<file path="config.mk">
export PLATFORM = sky130hd
export DESIGN_NAME = pc_pipeline_controller_flat
export DESIGN_NICKNAME = d
export VERILOG_FILES = /design/src/rtl/pc_ctrl_pkg.sv /design/src/rtl/pc_pipeline_controller_if.sv /design/src/rtl/pc_stage_reg.sv /design/src/rtl/pc_pipeline_controller.sv /design/src/flat_wrapper.sv
export SDC_FILE = /design/constraint.sdc
export NUM_CORES = 1
export LEC_CHECK = 0
export ABC_AREA = 1
export BUFFER_PORTS_ARGS = -buffer_cell sky130_fd_sc_hd__buf_4
export CAP_MARGIN = 5
export CORE_UTILIZATION = 49
export DETAILED_ROUTE_END_ITERATION = 6
export GPL_ROUTABILITY_DRIVEN = 0
export MAX_ROUTING_LAYER = met4
export PLACE_DENSITY = 0.74
export SYNTH_ARGS = -nofsm -noshare
export SYNTH_HDL_FRONTEND = slang
export SYNTH_HIERARCHICAL = 1
export SYNTH_SLANG_ARGS = --single-unit
</file>
<file path="constraint.sdc">
create_clock -name clk -period 2.4 [get_ports clk]
set_clock_uncertainty 0.15 [all_clocks]
set_input_delay 0.12 -clock clk [delete_from_list [all_inputs] [get_ports clk]]
set_output_delay 0.12 -clock clk [all_outputs]
set_load 0.01 [all_outputs]
</file>
<file path="src/rtl/pc_ctrl_pkg.sv">
// rtl/pc_ctrl_pkg.sv - shared types and constants for the PC pipeline controller
package pc_ctrl_pkg;

   // Source of the next fetch PC
   typedef enum logic [2:0] {
      PC_SEQ,
      PC_BRANCH,
      PC_JALR,
      PC_TRAP,
      PC_MRET,
      PC_HOLD
   } pc_sel_e;

   // Fetch controller state: BOOT waits out IMEM latency after reset
   typedef enum logic {
      ST_BOOT,
      ST_RUN
   } ctrl_state_e;

   localparam int ILEN16_INC = 2;
   localparam int ILEN32_INC = 4;

endpackage

</file>
<file path="src/rtl/pc_pipeline_controller_if.sv">
// rtl/pc_pipeline_controller_if.sv - fetch/hazard/EX bundle for the PC controller (PC_TRAP_EN adds trap signals)
interface pc_pipeline_controller_if #(
   parameter int XLEN = 32
);

   logic            stallIFDE;
   logic            stallDEEX;
   logic            isCompressedIF;
   logic            branchTakenEX;
   logic            jumpEX;
   logic            jalrEX;
   logic [XLEN-1:0] immediateEX;
   logic [XLEN-1:0] jalrTargetEX;
   logic [XLEN-1:0] pcIF;
   logic [XLEN-1:0] pcDE;
   logic [XLEN-1:0] pcEX;
   logic [XLEN-1:0] pcLinkEX;
   logic            fetchValid;
   logic            flushIFDE;
   logic            flushDEEX;
`ifdef PC_TRAP_EN
   logic            trapEX;
   logic            mretEX;
   logic [XLEN-1:0] trapVector;
   logic [XLEN-1:0] mepc;

   modport master (
      input  stallIFDE, stallDEEX, isCompressedIF, branchTakenEX, jumpEX, jalrEX,
      input  immediateEX, jalrTargetEX, trapEX, mretEX, trapVector,
      output pcIF, pcDE, pcEX, pcLinkEX, fetchValid, flushIFDE, flushDEEX, mepc
   );

   modport slave (
      output stallIFDE, stallDEEX, isCompressedIF, branchTakenEX, jumpEX, jalrEX,
      output immediateEX, jalrTargetEX, trapEX, mretEX, trapVector,
      input  pcIF, pcDE, pcEX, pcLinkEX, fetchValid, flushIFDE, flushDEEX, mepc
   );
`else
   modport master (
      input  stallIFDE, stallDEEX, isCompressedIF, branchTakenEX, jumpEX, jalrEX,
      input  immediateEX, jalrTargetEX,
      output pcIF, pcDE, pcEX, pcLinkEX, fetchValid, flushIFDE, flushDEEX
   );

   modport slave (
      output stallIFDE, stallDEEX, isCompressedIF, branchTakenEX, jumpEX, jalrEX,
      output immediateEX, jalrTargetEX,
      input  pcIF, pcDE, pcEX, pcLinkEX, fetchValid, flushIFDE, flushDEEX
   );
`endif

endinterface

</file>
<file path="src/rtl/pc_stage_reg.sv">
// rtl/pc_stage_reg.sv - {pc, compressed, valid} pipeline register with enable and flush
module pc_stage_reg #(
   parameter int XLEN = 32
) (
   input  logic            clk,
   input  logic            arstn,
   input  logic            en,
   input  logic            flush,
   input  logic [XLEN-1:0] pcIn,
   input  logic            cIn,
   input  logic            validIn,
   output logic [XLEN-1:0] pcOut,
   output logic            cOut,
   output logic            validOut
);

   // Flush only kills the valid bit; pc/compressed keep their last value
   always_ff @(posedge clk or negedge arstn) begin
      if (!arstn) begin
         pcOut    <= '0;
         cOut     <= 1'b0;
         validOut <= 1'b0;
      end else if (flush) begin
         validOut <= 1'b0;
      end else if (en) begin
         pcOut    <= pcIn;
         cOut     <= cIn;
         validOut <= validIn;
      end
   end

endmodule

</file>
<file path="src/rtl/pc_pipeline_controller.sv">
// rtl/pc_pipeline_controller.sv - PC register, next-PC select, DE/EX PC copies, flushes (optional PC_TRAP_EN)
module pc_pipeline_controller
   import pc_ctrl_pkg::*;
#(
   parameter int              XLEN         = 32,
   parameter logic [XLEN-1:0] RESET_VECTOR = '0,
   parameter int              BOOT_CYCLES  = 1
) (
   input logic                      clk,
   input logic                      arstn,
   pc_pipeline_controller_if.master bus
);

   localparam logic [3:0] BOOT_LAST = 4'(BOOT_CYCLES - 1);

   ctrl_state_e     state;
   ctrl_state_e     stateNext;
   logic [3:0]      bootCnt;
   logic            running;

   logic            stallAny;
   logic            redirectReq;
   logic            killAll;
   pc_sel_e         pcSel;

   logic [XLEN-1:0] pcReg;
   logic [XLEN-1:0] pcNext;

   logic [XLEN-1:0] pcDEq;
   logic            cDE;
   logic            validDE;
   logic [XLEN-1:0] pcEXq;
   logic            cEX;
   logic            validEX;

`ifdef PC_TRAP_EN
   logic            trapTake;
   logic            mretTake;
   logic [XLEN-1:0] mepcReg;
`endif

   // State register plus boot counter, which only advances while booting
   always_ff @(posedge clk or negedge arstn) begin
      if (!arstn) begin
         state   <= ST_BOOT;
         bootCnt <= '0;
      end else begin
         state <= stateNext;
         if (state == ST_BOOT) begin
            bootCnt <= bootCnt + 4'd1;
         end
      end
   end

   // Leave BOOT once IMEM latency is covered; RUN is only left through reset
   always_comb begin
      stateNext = state;
      if (state == ST_BOOT && bootCnt == BOOT_LAST) begin
         stateNext = ST_RUN;
      end
   end

   // FSM outputs: fetch is requested only in RUN
   always_comb begin
      running = (state == ST_RUN);
   end

   assign stallAny    = bus.stallIFDE | bus.stallDEEX;
   assign redirectReq = running & validEX & ~bus.stallDEEX
                      & (bus.branchTakenEX | bus.jumpEX | bus.jalrEX);

`ifdef PC_TRAP_EN
   // A trap is taken even while DE/EX is stalled; MRET waits like a redirect
   assign trapTake = running & validEX & bus.trapEX;
   assign mretTake = running & validEX & ~bus.stallDEEX & bus.mretEX;
   assign killAll  = redirectReq | trapTake | mretTake;
`else
   assign killAll  = redirectReq;
`endif

   // Next-PC source in priority order; BOOT holds the reset vector
   always_comb begin
      pcSel = PC_SEQ;
      if (!running) begin
         pcSel = PC_HOLD;
`ifdef PC_TRAP_EN
      end else if (trapTake) begin
         pcSel = PC_TRAP;
      end else if (mretTake) begin
         pcSel = PC_MRET;
`endif
      end else if (redirectReq && bus.jalrEX) begin
         pcSel = PC_JALR;
      end else if (redirectReq) begin
         pcSel = PC_BRANCH;
      end else if (stallAny) begin
         pcSel = PC_HOLD;
      end
   end

   // Next-PC datapath; all additions wrap modulo 2^XLEN
   always_comb begin
      pcNext = pcReg;
      case (pcSel)
         PC_SEQ:    pcNext = pcReg + (bus.isCompressedIF ? XLEN'(ILEN16_INC) : XLEN'(ILEN32_INC));
         PC_BRANCH: pcNext = pcEXq + bus.immediateEX;
         PC_JALR:   pcNext = bus.jalrTargetEX & ~XLEN'(1);
`ifdef PC_TRAP_EN
         PC_TRAP:   pcNext = bus.trapVector & ~XLEN'(3);
         PC_MRET:   pcNext = mepcReg;
`endif
         default:   pcNext = pcReg;
      endcase
   end

   // Fetch PC register
   always_ff @(posedge clk or negedge arstn) begin
      if (!arstn) begin
         pcReg <= RESET_VECTOR;
      end else begin
         pcReg <= pcNext;
      end
   end

`ifdef PC_TRAP_EN
   // Capture the trapping instruction's PC for the later MRET
   always_ff @(posedge clk or negedge arstn) begin
      if (!arstn) begin
         mepcReg <= '0;
      end else if (trapTake) begin
         mepcReg <= pcEXq;
      end
   end

   assign bus.mepc = mepcReg;
`endif

   // A DE/EX stall also freezes IF/DE so nothing is overwritten in DE
   pc_stage_reg #(.XLEN(XLEN)) u_stageDE (
      .clk      (clk),
      .arstn    (arstn),
      .en       (~stallAny),
      .flush    (killAll),
      .pcIn     (pcReg),
      .cIn      (bus.isCompressedIF),
      .validIn  (running),
      .pcOut    (pcDEq),
      .cOut     (cDE),
      .validOut (validDE)
   );

   pc_stage_reg #(.XLEN(XLEN)) u_stageEX (
      .clk      (clk),
      .arstn    (arstn),
      .en       (~bus.stallDEEX),
      .flush    (killAll),
      .pcIn     (pcDEq),
      .cIn      (cDE),
      .validIn  (validDE),
      .pcOut    (pcEXq),
      .cOut     (cEX),
      .validOut (validEX)
   );

   assign bus.pcIF       = pcReg;
   assign bus.pcDE       = pcDEq;
   assign bus.pcEX       = pcEXq;
   assign bus.pcLinkEX   = pcEXq + (cEX ? XLEN'(ILEN16_INC) : XLEN'(ILEN32_INC));
   assign bus.fetchValid = running;
   assign bus.flushIFDE  = killAll;
   assign bus.flushDEEX  = killAll;

endmodule

</file>
<file path="src/flat_wrapper.sv">
// flat-port wrapper written by rule: the top's interface ports become plain ports
module pc_pipeline_controller_flat import pc_ctrl_pkg::*;
#(
   parameter int              XLEN         = 32,
   parameter logic [XLEN-1:0] RESET_VECTOR = '0,
   parameter int              BOOT_CYCLES  = 1
)
  (clk, arstn, bus_stallIFDE, bus_stallDEEX, bus_isCompressedIF, bus_branchTakenEX, bus_jumpEX, bus_jalrEX, bus_immediateEX, bus_jalrTargetEX, bus_pcIF, bus_pcDE, bus_pcEX, bus_pcLinkEX, bus_fetchValid, bus_flushIFDE, bus_flushDEEX);
  pc_pipeline_controller_if #(.XLEN(XLEN)) bus_i ();
  input logic clk;
  input logic arstn;
  input wire logic [$bits(bus_i.stallIFDE)-1:0] bus_stallIFDE;
  input wire logic [$bits(bus_i.stallDEEX)-1:0] bus_stallDEEX;
  input wire logic [$bits(bus_i.isCompressedIF)-1:0] bus_isCompressedIF;
  input wire logic [$bits(bus_i.branchTakenEX)-1:0] bus_branchTakenEX;
  input wire logic [$bits(bus_i.jumpEX)-1:0] bus_jumpEX;
  input wire logic [$bits(bus_i.jalrEX)-1:0] bus_jalrEX;
  input wire logic [$bits(bus_i.immediateEX)-1:0] bus_immediateEX;
  input wire logic [$bits(bus_i.jalrTargetEX)-1:0] bus_jalrTargetEX;
  output wire logic [$bits(bus_i.pcIF)-1:0] bus_pcIF;
  output wire logic [$bits(bus_i.pcDE)-1:0] bus_pcDE;
  output wire logic [$bits(bus_i.pcEX)-1:0] bus_pcEX;
  output wire logic [$bits(bus_i.pcLinkEX)-1:0] bus_pcLinkEX;
  output wire logic [$bits(bus_i.fetchValid)-1:0] bus_fetchValid;
  output wire logic [$bits(bus_i.flushIFDE)-1:0] bus_flushIFDE;
  output wire logic [$bits(bus_i.flushDEEX)-1:0] bus_flushDEEX;
  assign bus_i.stallIFDE = bus_stallIFDE;
  assign bus_i.stallDEEX = bus_stallDEEX;
  assign bus_i.isCompressedIF = bus_isCompressedIF;
  assign bus_i.branchTakenEX = bus_branchTakenEX;
  assign bus_i.jumpEX = bus_jumpEX;
  assign bus_i.jalrEX = bus_jalrEX;
  assign bus_i.immediateEX = bus_immediateEX;
  assign bus_i.jalrTargetEX = bus_jalrTargetEX;
  assign bus_pcIF = bus_i.pcIF;
  assign bus_pcDE = bus_i.pcDE;
  assign bus_pcEX = bus_i.pcEX;
  assign bus_pcLinkEX = bus_i.pcLinkEX;
  assign bus_fetchValid = bus_i.fetchValid;
  assign bus_flushIFDE = bus_i.flushIFDE;
  assign bus_flushDEEX = bus_i.flushDEEX;
  pc_pipeline_controller #(.XLEN(XLEN), .RESET_VECTOR(RESET_VECTOR), .BOOT_CYCLES(BOOT_CYCLES)) u_core (.clk(clk), .arstn(arstn), .bus(bus_i));
endmodule
</file>
# After elaboration in Yosys (flattened, before gate mapping)
# Cells that the tools add are included.
classes:
  eq_ne: 4
  n_addsub: 4
  n_bitwise: 10
  muxes: 11
  n_reduce_logical: 7
ops:
  columns: ["op", "n"]
  rows:
  - ["$add A32 B32 Y32", 3]
  - ["$pmux W32 S3", 1]
  - ["$mux W3", 6]
  - ["$add A4 B1 Y4 const B", 1]
  - ["$logic_not A4 Y1", 1]
  - ["$mux W1", 4]
  - ["$not A1 Y1", 4]
  - ["$reduce_and A2 Y1", 2]
  - ["$and A1 B1 Y1", 3]
  - ["$eq A3 B1 Y1 const B", 1]
  - ["$eq A3 B2 Y1 const B", 1]
  - ["$logic_not A3 Y1", 1]
  - ["$or A1 B1 Y1", 3]
  - ["$reduce_bool A3 Y1", 1]
  - ["$logic_and A1 B1 Y1", 2]
  - ["$ne A2 B1 Y1 const B", 1]
  - ["$ne A2 B2 Y1 const B", 1]
totals:
  wordCells: 45
  out_inout_bits: 131
  inputBits: 72
  reg_bits: 105

# Longest topological paths before layout
logic_depth:
  word_depth: 8
  mapped_depth: 14
  mapped_depth_nobuf: 14

# Hierarchy
# Netlist, hierarchy kept.
modules_own_cells:
  columns: ["mod", "seq_area_each_um2", "area_each_um2", "cells_per_inst", "instances"]
  rows:
  - ["pc_pipeline_controller", 925.9, 5964.5, 1085, 1]
  - ["pc_stage_reg", 850.8, 1400.1, 149, 2]

# Least setup slack after synthesis
# OpenSTA, ideal clock, no wires.
synth_path:
  kind: "flip-flop to output port"
  startpoint: "reg u_core.u_stageEX.pcOut[1]"
  endpoint: "out bus_pcLinkEX[27]"
  stages_incl_launch_ff: 12
  setup_slack_ns: 0.184
  t_arrival_ns: 1.946
  t_required_ns: 2.130
  path_buffers: 0
  cell_sequence: "dfrtp_1 ha_1 fa_1 nand3_2 nor2_4 nand2_2 nor2_4 nand3_4 nor2_8 nand3_4 nor2_2 xor2_1"
synth_between:
  elab_chain_cells: 1
synth_lines:
  columns: ["item", "line_no", "rtl"]
  rows:
  - ["from (decl)", "pc_stage_reg.sv:12", "output logic [XLEN-1:0] pcOut,"]
  - ["from (signal assigned)", "pc_stage_reg.sv:26", "pcOut <= pcIn;"]
  - ["$add A32 B32 Y32", "pc_pipeline_controller.sv:168", "assign bus.pcLinkEX = pcEXq + (cEX ? XLEN'(ILEN16_INC) : XLEN'(ILEN32_INC));"]
  - ["to (decl)", "flat_wrapper.sv:23", "output wire logic [$bits(bus_i.pcLinkEX)-1:0] bus_pcLinkEX;"]
# Every way passes these cells.

# Final worst setup path
layout_path:
  startpoint: "reg u_core.u_stageEX.cOut"
  endpoint: "out bus_pcLinkEX[24]"
layout_between:
  elab_chain_cells: 2
layout_lines:
  columns: ["item", "line_no", "rtl"]
  rows:
  - ["from (decl)", "pc_stage_reg.sv:13", "output logic cOut,"]
  - ["from (signal assigned)", "pc_stage_reg.sv:27", "cOut <= cIn;"]
  - ["$mux W3", "pc_pipeline_controller.sv:168", null]
  - ["$add A32 B32 Y32", "pc_pipeline_controller.sv:168", null]
# Every way passes these cells.

==> results.toml <==
[global_route]
grtUsageTotal_pct = 35.0
grt_pass1_wl_mm = 47.5
top_usage_layer = "met2"
met2_usage_pct = 51.7
grt_pass1_vias = 9021
grt_start_max_net_pins = 76
antenna_found_initial = 0
grt-ovfl-total = 0
met1_usage_pct = 48.5
use_met3_pct = 5.50

[floorplanning]
io_pins = 203
core_area_um2 = 17400
die_width_um = 136
core.rowCount = 48
start_util_pct = 50.5
die_area_um2 = 18400
die_y_um = 136

[route]
first_pass_iters = 6
wl_mm = 31.1
post-route-drc-count = 0
via_per_inst = 5.41
wl_per_cell_um = 16.5
antenna_left = 0
vias = 10171
drt_iter0_drc = 1258

[setup_path]
worstPathRequired_ns = 2.13
r2r-start = "u_core/u_stageEX/pcOut[1]$_DFFE_PN0P_"
crit_path_max_fanout = 4
r2r_cells = 12
crit_path_end_kind = "output pin"
r2r-end = "u_core/bus.pcIF[16]$_DFFE_PN0P_"
worstSetupStartpoint = "u_core/u_stageEX/cOut$_DFFE_PN0P_"
cp.arrival_ns = 2.46
crit_path_start_kind = "flip-flop"
r2r_slack_ns = 0.07
path_class = "flip-flop to output pin"

[timing]
rsz0062_at_grt = "yes"
setup_violations = 25
drv_slew = 0
finalWorstSetupSlack_ns = -0.331
slew_headroom_pct = 58.6
hold_violations = 0
layout_min_cycle_time_ns = 2.73
timing.fmax_mhz = 366
period_share_pct = 114
worst_pin_slew_ns = 0.615

[synth]
synth_top_cell_area_share_pct = 30.0
synth_area_leader_cell = "dfrtp_1"
synthDistinctLibCells = 40
synth_common_cells = "nand2_1 (545), inv_1 (184), nand3_1 (130)"
synth_edf_count = 0
synth_nets = 1495
netlist_instances = 1383
ys.flop_type = "dfrtp_1"
synth.most_common_cell = "nand2_1"
async_flop_share_pct = 100
avgSynthCellArea_um2 = 6.34
ys_top_cells_by_area = "dfrtp_1 (30%), nand2_1 (23%), inv_1 (7.9%)"
syn_area_um2 = 8760
ys_seq_elements = 105
seq_area_frac_synth_pct = 30.0
yosysWarnings = 6

[hold_path]
min_to = "u_core/bus.pcIF[29]$_DFFE_PN0P_"
hp-start = "bus_jalrTargetEX[29]"
min_path_cells = 5
worst_hold_path_type = "input port to flip-flop"

[run]
maxCapViolCount = 0

[power_and_ir_drop]
power_density_nw_per_um2 = 961
p_leak_uw = 0.00635
p_total_uw = 11100
irDropWorstVdd_uv = 464

[clock_network]
insertion_delay_ns = 0.36
cts_made_buffers = 9
cts_root_buffer = "clkbuf_16"
cts_max_path_buffers = 2
tritoncts = "done"
cts.clk_slew.worst_paths_ns = 0.08
cts.sinks = 105
cts_max_level = 3

[placed_design]
place_area_um2 = 10800
place_inst = 1832
dpl.hpwl_mm = 23.9
preCtsSetupSlack_ns = -0.0205
io_buffers = 201

[layout]
fin_nets = 1763
antennaDiodeCount = 0
final_layout_size_suffix_gt1_share_pct = 21.3
fin_cells = 1880
nFillCells = 1584
fin_area_um2 = 11500
area.growth.synth_to_final_pct = 31.7

[run_status]
violations = "negative setup slack"
outcome = "finished with violations"
## worst max-delay path by stage
stage | to | slack, ns | cells past startpoint
final | bus_pcLinkEX[24] | -0.33 | 13
after global routing | bus_pcLinkEX[24] | -0.41 | 13
after CTS | bus_pcLinkEX[27] | -0.34 | 12
after detailed placement | bus_pcLinkEX[24] | -0.02 | 12
after global placement | bus_pcLinkEX[24] | 0.06 | 12
after floorplan | bus_pcLinkEX[27] | 0.18 | 11
## report_power, final
group	internal (uW)	switching (uW)	total, uW
sequential	2370	904	3270
clock	714	726	1440
combinational	2710	3670	6380
## cell type report
class	count	area (um2)	area share [%]
clock buffer	9	225	1.95
clock inverter	6	52.6	0.455
inverter	187	707	6.13
multi-input combinational	1055	5350	46.3
sequential	105	2630	22.8
tap	225	282	2.44
timing repair buffer	293	2300	19.9
## worst max-delay path, stage by stage (launching register included)
cell and delay (ns):
dfrtp_1 0.45, inv_2 0.08, ha_1 0.27, nand2_1 0.06, nand2_2 0.06, nand4_1 0.09, buf_6 0.16, nor2_4 0.13
nand3_4 0.12, nor2_4 0.15, nand2_2 0.10, nor2_2 0.14, xor2_1 0.15, buf_4 0.14
## through the flow
step                      TNS, ns  utilization, %  hold slack [ns]
final                       -5.54            66.5           0.0198
after CTS                   -4.06            65.3          0.00552
after floorplan                 0               -           -0.326
after global routing        -7.42            66.5           0.0447
after global placement          0            62.0          -0.0554
after detailed placement  -0.0205            62.0          -0.0516
## sequential cells by signal, summed over array words and instances, names as in the netlist
register	flops
u_core/u_stageDE/cOut	1
u_core/bootCnt	4
u_core/u_stageDE/validOut	1
u_core/u_stageEX/validOut	1
u_core/bus.pcIF	32
u_core/u_stageDE/pcOut	32
u_core/bus.fetchValid	1
u_core/u_stageEX/cOut	1
u_core/u_stageEX/pcOut	32
## cell families (layout without fill, tap and decap cells)
| logic type | after synthesis | count (layout) | synth area share (%) |
|---|---|---|---|
| xor+xnor | 41 | 41 | 4.10 |
| buf+inv | 223 | 495 | 11.2 |
| flops | 105 | 105 | 30.0 |
| fa+ha+maj | 40 | 40 | 5.97 |
| simple gates | 874 | 874 | 42.4 |
| compound gates | 100 | 100 | 6.34 |
## timing repair
action                                  4_1_cts  5_1_grt
gates resized for setup                      12       35
endpoints found under the hold margin        48        0
hold buffers                                 17        0
setup buffers                                10        6
pin swaps                                    12       22
endpoints found under the setup margin       26       41
## cell usage in the layout (no fill, tap or decap), drive strengths merged, types with 13 or more instances in the layout
master	count
a21oi	61
buf	276
dfrtp	105
dlygate4sd3	17
ha	37
inv	189
nand2	549
nand3	134
nand3b	13
nor2	134
nor3	23
o21ai	17
xnor2	13
xor2	28
## per-layer routing
metal  up-vias  share of wire (%)
met5         -                  0
met4         0                2.8
met3        62                 11
met2       585                 44
met1      4657                 42
li1       4867                  -
No activity file was read; power rests on OpenSTA's default activity.
